**config.mk**
```make
export PLATFORM = sky130hd
export DESIGN_NAME = imm_ext_pipe
export DESIGN_NICKNAME = d
export VERILOG_FILES = /design/src/rtl/imm_ext_pkg.sv /design/src/rtl/imm_ext_comb.sv /design/src/rtl/imm_ext_pipe.sv
export SDC_FILE = /design/constraint.sdc
export NUM_CORES = 1
export LEC_CHECK = 0
export CAP_MARGIN = 20
export CORE_ASPECT_RATIO = 0.75
export CORE_UTILIZATION = 30
export CTS_CLUSTER_DIAMETER = 30
export CTS_CLUSTER_SIZE = 28
export DETAILED_ROUTE_END_ITERATION = 12
export PLACE_DENSITY = 0.6
export SKIP_LAST_GASP = 1
export SYNTH_ARGS = -nofsm -noshare
export SYNTH_HDL_FRONTEND = slang
export SYNTH_SLANG_ARGS = --single-unit
```
**constraint.sdc**
```tcl
create_clock -name clk -period 3.3 [get_ports clk]
set_input_delay 0.99 -clock clk [delete_from_list [all_inputs] [get_ports clk]]
set_output_delay 0.99 -clock clk [all_outputs]
set_load 0.01 [all_outputs]
```
**src/rtl/imm_ext_pkg.sv**
```systemverilog
// imm_ext_pkg: shared definitions for the immediate-extension unit.
//   - imm_mode_e    : extension mode encodings carried on in_mode.
//   - IMM_BUF_DEPTH : depth of the output buffer in imm_ext_pipe.
//   - imm_entry_t   : {data, tag, err, fused} buffer record laid out for the
//                     default configuration (32-bit operand, 5-bit tag).
// Optional feature macro: IMM_FUSE_EN (LUI/ORI constant fusion in mode 4).
package imm_ext_pkg;

  typedef enum logic [2:0] {
    IMM_MODE_ZERO        = 3'd0,
    IMM_MODE_SIGN        = 3'd1,
    IMM_MODE_UPPER       = 3'd2,
    IMM_MODE_BRANCH      = 3'd3,
    IMM_MODE_LOWER_MERGE = 3'd4
  } imm_mode_e;

  localparam int IMM_BUF_DEPTH  = 2;
  localparam int IMM_DEF_DATA_W = 32;
  localparam int IMM_DEF_TAG_W  = 5;

  typedef struct packed {
    logic [IMM_DEF_DATA_W-1:0] data;
    logic [IMM_DEF_TAG_W-1:0]  tag;
    logic                      err;
    logic                      fused;
  } imm_entry_t;

endpackage

```
**src/rtl/imm_ext_comb.sv**
```systemverilog
// imm_ext_comb: purely combinational immediate decode/extension, shared with
// the single-cycle datapath.
// Ports:
//   imm        in  IMM_W   raw immediate field
//   mode       in  3       extension mode (imm_mode_e encoding)
//   merge_hit  in  1       (IMM_FUSE_EN only) held UPPER matches this op's tag
//   merge_base in  DATA_W  (IMM_FUSE_EN only) held UPPER result
//   data       out DATA_W  extended operand (0 for reserved modes)
//   err        out 1       reserved mode
//   fused      out 1       result is a fused LUI/ORI constant
// Optional feature macro: IMM_FUSE_EN. Without it mode 4 is reserved.
module imm_ext_comb
  import imm_ext_pkg::*;
#(
  parameter int DATA_W = 32,
  parameter int IMM_W  = 16
) (
  input  logic [IMM_W-1:0]  imm,
  input  logic [2:0]        mode,
`ifdef IMM_FUSE_EN
  input  logic              merge_hit,
  input  logic [DATA_W-1:0] merge_base,
`endif
  output logic [DATA_W-1:0] data,
  output logic              err,
  output logic              fused
);

  localparam int PAD_W = DATA_W - IMM_W;

  imm_mode_e         mode_s;
  logic [DATA_W-1:0] zext_s;
  logic [DATA_W-1:0] sext_s;

  assign mode_s = imm_mode_e'(mode);
  assign zext_s = {{PAD_W{1'b0}}, imm};
  assign sext_s = {{PAD_W{imm[IMM_W-1]}}, imm};

  // Select the extended operand; unknown modes yield zero data with err set.
  always_comb begin
    data  = {DATA_W{1'b0}};
    err   = 1'b0;
    fused = 1'b0;
    case (mode_s)
      IMM_MODE_ZERO:   data = zext_s;
      IMM_MODE_SIGN:   data = sext_s;
      IMM_MODE_UPPER:  data = {imm, {PAD_W{1'b0}}};
      // Top two bits of the sign-extended value fall off the end.
      IMM_MODE_BRANCH: data = {sext_s[DATA_W-3:0], 2'b00};
`ifdef IMM_FUSE_EN
      IMM_MODE_LOWER_MERGE: begin
        if (merge_hit) begin
          data  = merge_base | zext_s;
          fused = 1'b1;
        end else begin
          data  = zext_s;
          fused = 1'b0;
        end
      end
`endif
      default: begin
        data = {DATA_W{1'b0}};
        err  = 1'b1;
      end
    endcase
  end

endmodule

```
**src/rtl/imm_ext_pipe.sv**
```systemverilog
// imm_ext_pipe: registered immediate extender with a 2-entry output FIFO.
// Ports:
//   clk, rst             rising-edge clock, asynchronous active-high reset
//   in_valid/in_ready    request handshake (in_ready depends only on state)
//   in_imm, in_mode      raw immediate and extension mode
//   in_tag               destination tag, carried through unchanged
//   out_valid/out_ready  result handshake for the FIFO head
//   out_data, out_tag    head operand and its tag
//   out_err              head had a reserved mode
//   out_fused            head is a fused LUI/ORI constant (0 without fusion)
// Optional feature macro: IMM_FUSE_EN enables UPPER/LOWER_MERGE fusion.
module imm_ext_pipe
  import imm_ext_pkg::*;
#(
  parameter int DATA_W = 32,
  parameter int IMM_W  = 16,
  parameter int TAG_W  = 5
) (
  input  logic              clk,
  input  logic              rst,
  input  logic              in_valid,
  output logic              in_ready,
  input  logic [IMM_W-1:0]  in_imm,
  input  logic [2:0]        in_mode,
  input  logic [TAG_W-1:0]  in_tag,
  output logic              out_valid,
  input  logic              out_ready,
  output logic [DATA_W-1:0] out_data,
  output logic [TAG_W-1:0]  out_tag,
  output logic              out_err,
  output logic              out_fused
);

  // Same shape as imm_entry_t, sized by this instance's parameters.
  typedef struct packed {
    logic [DATA_W-1:0] data;
    logic [TAG_W-1:0]  tag;
    logic              err;
    logic              fused;
  } entry_t;

  localparam int ENTRY_W = DATA_W + TAG_W + 2;

  entry_t            fifo_r [0:IMM_BUF_DEPTH-1];
  logic              rd_ptr_r;
  logic              wr_ptr_r;
  logic [1:0]        count_r;
  logic [1:0]        count_next_s;
  logic              in_ready_r;
  logic              out_valid_r;
  logic              push_s;
  logic              pop_s;
  logic [DATA_W-1:0] ext_data_s;
  logic              ext_err_s;
  logic              ext_fused_s;

`ifdef IMM_FUSE_EN
  logic [DATA_W-1:0] held_upper_r;
  logic [TAG_W-1:0]  held_tag_r;
  logic              upper_live_r;
  logic              merge_hit_s;

  assign merge_hit_s = upper_live_r & (in_tag == held_tag_r);
`endif

  assign push_s = in_valid & in_ready_r;
  assign pop_s  = out_valid_r & out_ready;

  imm_ext_comb #(
    .DATA_W (DATA_W),
    .IMM_W  (IMM_W)
  ) u_comb (
    .imm        (in_imm),
    .mode       (in_mode),
`ifdef IMM_FUSE_EN
    .merge_hit  (merge_hit_s),
    .merge_base (held_upper_r),
`endif
    .data       (ext_data_s),
    .err        (ext_err_s),
    .fused      (ext_fused_s)
  );

  // Next occupancy from the push/pop pair.
  always_comb begin
    count_next_s = count_r;
    case ({push_s, pop_s})
      2'b10:   count_next_s = count_r + 2'd1;
      2'b01:   count_next_s = count_r - 2'd1;
      default: count_next_s = count_r;
    endcase
  end

  // Occupancy and handshake flags; both flags are registered copies of the
  // next count so neither depends combinationally on the current inputs.
  always_ff @(posedge clk or posedge rst) begin
    if (rst) begin
      count_r     <= 2'd0;
      in_ready_r  <= 1'b1;
      out_valid_r <= 1'b0;
    end else begin
      count_r     <= count_next_s;
      in_ready_r  <= (count_next_s != 2'd2);
      out_valid_r <= (count_next_s != 2'd0);
    end
  end

  // FIFO storage and pointers; entries are cleared so the head reads 0 after reset.
  always_ff @(posedge clk or posedge rst) begin
    if (rst) begin
      rd_ptr_r <= 1'b0;
      wr_ptr_r <= 1'b0;
      for (int i = 0; i < IMM_BUF_DEPTH; i++) begin
        fifo_r[i] <= entry_t'({ENTRY_W{1'b0}});
      end
    end else begin
      if (push_s) begin
        fifo_r[wr_ptr_r] <= '{data: ext_data_s, tag: in_tag,
                               err: ext_err_s, fused: ext_fused_s};
        wr_ptr_r         <= ~wr_ptr_r;
      end
      if (pop_s) begin
        rd_ptr_r <= ~rd_ptr_r;
      end
    end
  end

`ifdef IMM_FUSE_EN
  // Track the most recent accepted UPPER op; any other accepted op ends the pair.
  always_ff @(posedge clk or posedge rst) begin
    if (rst) begin
      held_upper_r <= {DATA_W{1'b0}};
      held_tag_r   <= {TAG_W{1'b0}};
      upper_live_r <= 1'b0;
    end else if (push_s) begin
      if (in_mode == IMM_MODE_UPPER) begin
        held_upper_r <= ext_data_s;
        held_tag_r   <= in_tag;
        upper_live_r <= 1'b1;
      end else begin
        upper_live_r <= 1'b0;
      end
    end
  end
`endif

  assign in_ready  = in_ready_r;
  assign out_valid = out_valid_r;
  assign out_data  = fifo_r[rd_ptr_r].data;
  assign out_tag   = fifo_r[rd_ptr_r].tag;
  assign out_err   = fifo_r[rd_ptr_r].err;
  assign out_fused = fifo_r[rd_ptr_r].fused;

endmodule

```
# ---- Word level (Yosys, flattened, before mapping)
# Index checks and enable logic that the tools add are counted.
dict set report classes {
  reduce_logical 4
  add_sub_neg 2
  order_cmp 3
  n_bitwise 6
  mux 9
  n_eq_ne 6
}
# operator n
set op_table {}
lappend op_table {{$mux W39} 4}
lappend op_table {{$pmux W32 S4} 1}
lappend op_table {{$bwmux W78} 1}
lappend op_table {{$demux W39 S1} 1}
lappend op_table {{$eq A3 B2 Y1 const B} 2}
lappend op_table {{$ge A2 B2 Y1 const B} 2}
lappend op_table {{$not A1 Y2} 2}
lappend op_table {{$pmux W2 S2} 1}
lappend op_table {{$reduce_or A4 Y1} 1}
lappend op_table {{$eq A3 B1 Y1 const B} 1}
lappend op_table {{$logic_not A3 Y1} 1}
lappend op_table {{$add A2 B1 Y2 const B} 1}
lappend op_table {{$and A1 B1 Y1} 2}
lappend op_table {{$eq A2 B1 Y1 const B} 1}
lappend op_table {{$eq A2 B2 Y1 const B} 1}
lappend op_table {{$lt A2 B1 Y1 const B} 1}
lappend op_table {{$ne A2 B2 Y1 const B} 1}
lappend op_table {{$not A1 Y1} 2}
lappend op_table {{$reduce_bool A2 Y1} 1}
lappend op_table {{$sub A2 B1 Y2 const B} 1}
lappend op_table {{$logic_and A1 B1 Y1} 1}
lappend op_table {{$mux W1} 1}
dict set report word_totals {
  reg_bits 84
  word_cells 43
  inputBits 28
}

# ---- Logic depth before layout (Yosys ltp)
dict set report depth {
  ltp_word 6
  depth_mapped 6
  depth_no_buf 5
}

# ---- Modules after synthesis
# A second synthesis with hierarchy kept.
dict set report hier_totals {
  hier_cells 330
  area_unflattened_um2 4372.9
}
# module cells_per_inst area_per_inst_um2 seq_area_each_um2 instances
set modules_own_cells {}
lappend modules_own_cells {imm_ext_pipe 236 3831.2 2103.3 1}
lappend modules_own_cells {imm_ext_comb 94 541.8 0.0 1}

# ---- Worst setup path after synthesis
# OpenSTA, ideal clock, no wires.
dict set report synth_timing {
  path_type {register -> output}
  from {reg rd_ptr_r}
  to {out out_data[12]}
  arrival_time_ps 1134
  stages_incl_launch_ff 4
  required_ps 2310
  setup_slack_ps 1176
  cell_sequence {dfrtp_1 buf_2 buf_2 mux2_2}
}
dict set report synth_via {
  elab_chain_len 4
}
# element line
set synth_lines {}
lappend synth_lines {{start: declaration} imm_ext_pipe.sv:45} ;# logic rd_ptr_r;
lappend synth_lines {{start signal: assignment} imm_ext_pipe.sv:123} ;# rd_ptr_r <= ~rd_ptr_r;
lappend synth_lines {{$not A1 Y2 (not written as such)} imm_ext_pipe.sv:149} ;# assign out_data = fifo_r[rd_ptr_r].data;
lappend synth_lines {{$mux W39 (3 in series)} n/a}
lappend synth_lines {{end: declaration} imm_ext_pipe.sv:28} ;# output logic [DATA_W-1:0] out_data,
# No other way between the ends. The select of a mux whose other input is x is not followed.

# ---- Worst setup path after layout
dict set report layout_timing {
  from {reg rd_ptr_r}
  to {out out_data[22]}
}
# Same word-level chain as after synthesis.

==> flow_metrics.tcl <==
set metrics [dict create \
    max_cap_violations 0 \
    p_sw_share_pct 31.8 \
    cts_resized 0 \
    setup_tns_ns 0 \
    viasPerCell 4.72 \
    syn-num-nets 377 \
    hold_viol 0 \
    layout-drive-gt1-share_pct 21.7 \
    ant_nets 0 \
    ys_warn_count 0 \
    io_pins 69 \
    crit_required_ns 2.31 \
    crit_cells 3 \
    post-place-ws_ns 0.566 \
    grt_pass1_wl_um 14500 \
    endpoint_kind "primary output" \
    hp-class "reg -> reg" \
    n_antenna_cell 0 \
    place_congestion 0.754 \
    port_buffers 67 \
    tightest_slew_ns 0.562 \
    final.setup_skew_ns 0.00597 \
    r2r_slack_ns 1.62 \
    path_buf_inv 2 \
    crit_type "reg -> out" \
    cts.sinks 82 \
    syn_area_per_cell_um2 11.0 \
    grt_use_total_pct 14.6 \
    rsz0062_at_grt "no" \
    grt_max_degree 83 \
    arrival_ns 2.06 \
    avgRoutedWirePerCell_um 15.6 \
    tritoncts "yes" \
    sequentialPowerShare_pct 35.5 \
    placementRows 35 \
    p_leak_uw 0.00208 \
    routed_wl_um 8990 \
    synthAdderAreaFrac_pct 0.328 \
    nets 434 \
    p_sw_uw 1550 \
    reg2regPathDepth 3 \
    final_common_cell "dfrtp_1" \
    yosysSeqAreaShare_pct 53.9 \
    final_cell_mix "dfrtp_1 (81), nand2_1 (71), clkdlybuf4s50_1 (67)" \
    grt_overflow 0 \
    p_int_uw 3320 \
    numCtsBuffers 9 \
    ctsHoldBuffers 0 \
    slowest_stage "dfrtp_1" \
    cts_buffer_depth 2 \
    slew_violations 0 \
    max-slew-margin-rel_pct 62.5 \
    yosys-mux-area-fraction_pct 15.1 \
    vdd_drop_max_v 0.000488 \
    clkTransAtPathRegs_ns 0.06 \
    final_cells 576 \
    syn_inst 348 \
    worst_slack_ns 0.246 \
    finalCritPeriodShare_pct 92.5 \
    setup_violations 0 \
    clockRootBuffer "clkbuf_16" \
    drt_iter0_drc 191 \
    placed_cells 560 \
    min_period_ns 3.05 \
    synthSimpleGateAreaFrac_pct 9.78 \
    critical_path.cell_chain "buf_12 > mux2_2 > clkdlybuf4s50_1" \
    status "complete, no violations" \
    rr_endpoint "fifo_r[23]$_DFFE_PP0P_" \
    postCtsSetupRepairBufs 0 \
    clkLatencyLatePin_ns 0.34 \
    dieArea_mm2 0.0132 \
    cp-endpoint "out_data[22]" \
    total_power_uw 4860 \
    power_per_cell_area_mw_per_mm2 981 \
    pwr-share-clk_pct 23.4 \
    ys_types 30 \
    synthXorXnorAreaFrac_pct 1.15 \
    htree_levels 3 \
    netlist_area_mm2 0.00381 \
    fp.coreArea_mm2 0.0123 \
    r2r_start "in_ready$_DFF_PP1_" \
    antenna_found_initial 0 \
    dieHeight_um 99.6 \
    hold_depth 2 \
    whs_ns 0.477 \
    cp_max_fo 33 \
    area_delta_synth_final_pct 30.0 \
    synth_compound_area_share_pct 15.2 \
    cp_top_family "buffers and inverters" \
    crit_path_start "rd_ptr_r$_DFFE_PP0P_" \
    drtPass1Iterations 4 \
    fp.dieW_um 132 \
    floorplan.initialDensity_pct 30.9 \
    p_comb_share_pct 41.1 \
    dp_hpwl_um 6140 \
    synth-seq-cells 82 \
    drc 0 \
    crit_path_max_incr_delay_ns 0.55 \
    synth_top_family_by_area "compound AO/OA/AOI/OAI gates" \
    clock.fmax_mhz 327 \
    startpoint_type "flip-flop" \
    grt_pass1_vias 2714 \
    num_vias 2716 \
]
==> routing by layer <==
layer	vias up	wire length [um]	GRT usage, %	share of wire (%)
met2	61	3980	21.7	44
li1	1326	-	-	-
met1	1321	4400	19.6	49
met5	-	0	0	0
met3	8	523	5.30	5.8
met4	0	82	4.51	0.91
==> tightest hold or removal path: stages (launching register included) <==
cell     delay [ns]
dfrtp_1        0.34
nand2_1        0.05
o21ai_0        0.06
==> cells in the mapped netlist <==
cell	count	share of area (%)
nor2_1	2	0.20
a22oi_1	4	0.79
mux2_2	51	15
dfrtp_1	81	53
nand3b_4	1	0.53
o21ai_1	44	5.8
nor2_2	1	0.16
buf_2	6	0.79
nor3_1	1	0.13
nor3b_4	1	0.49
buf_6	7	2.1
clkbuf_1	13	1.3
a22oi_2	10	3.3
a31oi_1	1	0.16
a21oi_2	2	0.46
buf_4	1	0.20
xnor2_1	3	0.69
and2_1	1	0.16
dfstp_2	1	0.69
nand2_1	71	7.0
nor2b_1	1	0.16
inv_1	2	0.20
nand3_2	1	0.26
conb_1	1	0.098
o21ai_0	19	2.5
ha_1	1	0.33
and3b_1	3	0.69
xor2_1	2	0.46
a21oi_1	14	1.8
o31ai_1	2	0.39
==> worst min-delay path by stage <==
stage	start	end	slack [ns]
after floorplan	fifo_r[23]$_DFFE_PP0P_	fifo_r[23]$_DFFE_PP0P_	0.44
after global placement	fifo_r[60]$_DFFE_PP0P_	fifo_r[60]$_DFFE_PP0P_	0.46
after detailed placement	fifo_r[21]$_DFFE_PP0P_	fifo_r[21]$_DFFE_PP0P_	0.47
after CTS	fifo_r[21]$_DFFE_PP0P_	fifo_r[21]$_DFFE_PP0P_	0.48
after global routing	fifo_r[34]$_DFFE_PP0P_	fifo_r[34]$_DFFE_PP0P_	0.50
final	fifo_r[21]$_DFFE_PP0P_	fifo_r[21]$_DFFE_PP0P_	0.48
==> area by class of cell <==
| class | instances | area [um2] |
|---|---|---|
| fillers | 1191 | 7390 |
| flip-flops and latches | 82 | 2050 |
| multi-input cells | 237 | 1590 |
| repair buffers | 73 | 766 |
| clock buffers | 11 | 233 |
| well taps | 166 | 208 |
| clock inverters | 5 | 103 |
| inverters | 2 | 7.51 |
==> flip-flops by register name (all words and copies together) (netlist names) <==
register and count:
in_ready 1, fifo_r 76, wr_ptr_r 1, count_r 2
rd_ptr_r 1, out_valid 1
==> cells by family after synthesis <==
kind of cell             count (synthesis)
buffers and inverters                   29
AO/OA/AOI/OAI                           96
AND/OR/NAND/NOR                         83
other                                    1
adder cells (fa/ha/maj)                  1
multiplexers                            51
flip-flops                              82
XOR/XNOR                                 5
==> power groups by stage <==
stage          clock network, uW  registers, uW  logic [uW]
5_1_grt                     1200           1790        2180
6_report                    1140           1730        2000
4_1_cts                     1160           1730        2040
2_1_floorplan                  0           1650        1200
3_3_place_gp                   0           1720        2000
3_5_place_dp                   0           1750        2020
==> stage by stage <==
step | utilization [%] | cell area [um2]
final | 40.1 | 4960
after global routing | 40.1 | 4960
after global placement | 37.4 | 4620
after detailed placement | 37.4 | 4620
after CTS | 40.1 | 4960
after floorplan | - | 3810
Note: power is estimated with default switching activity, not from simulation.
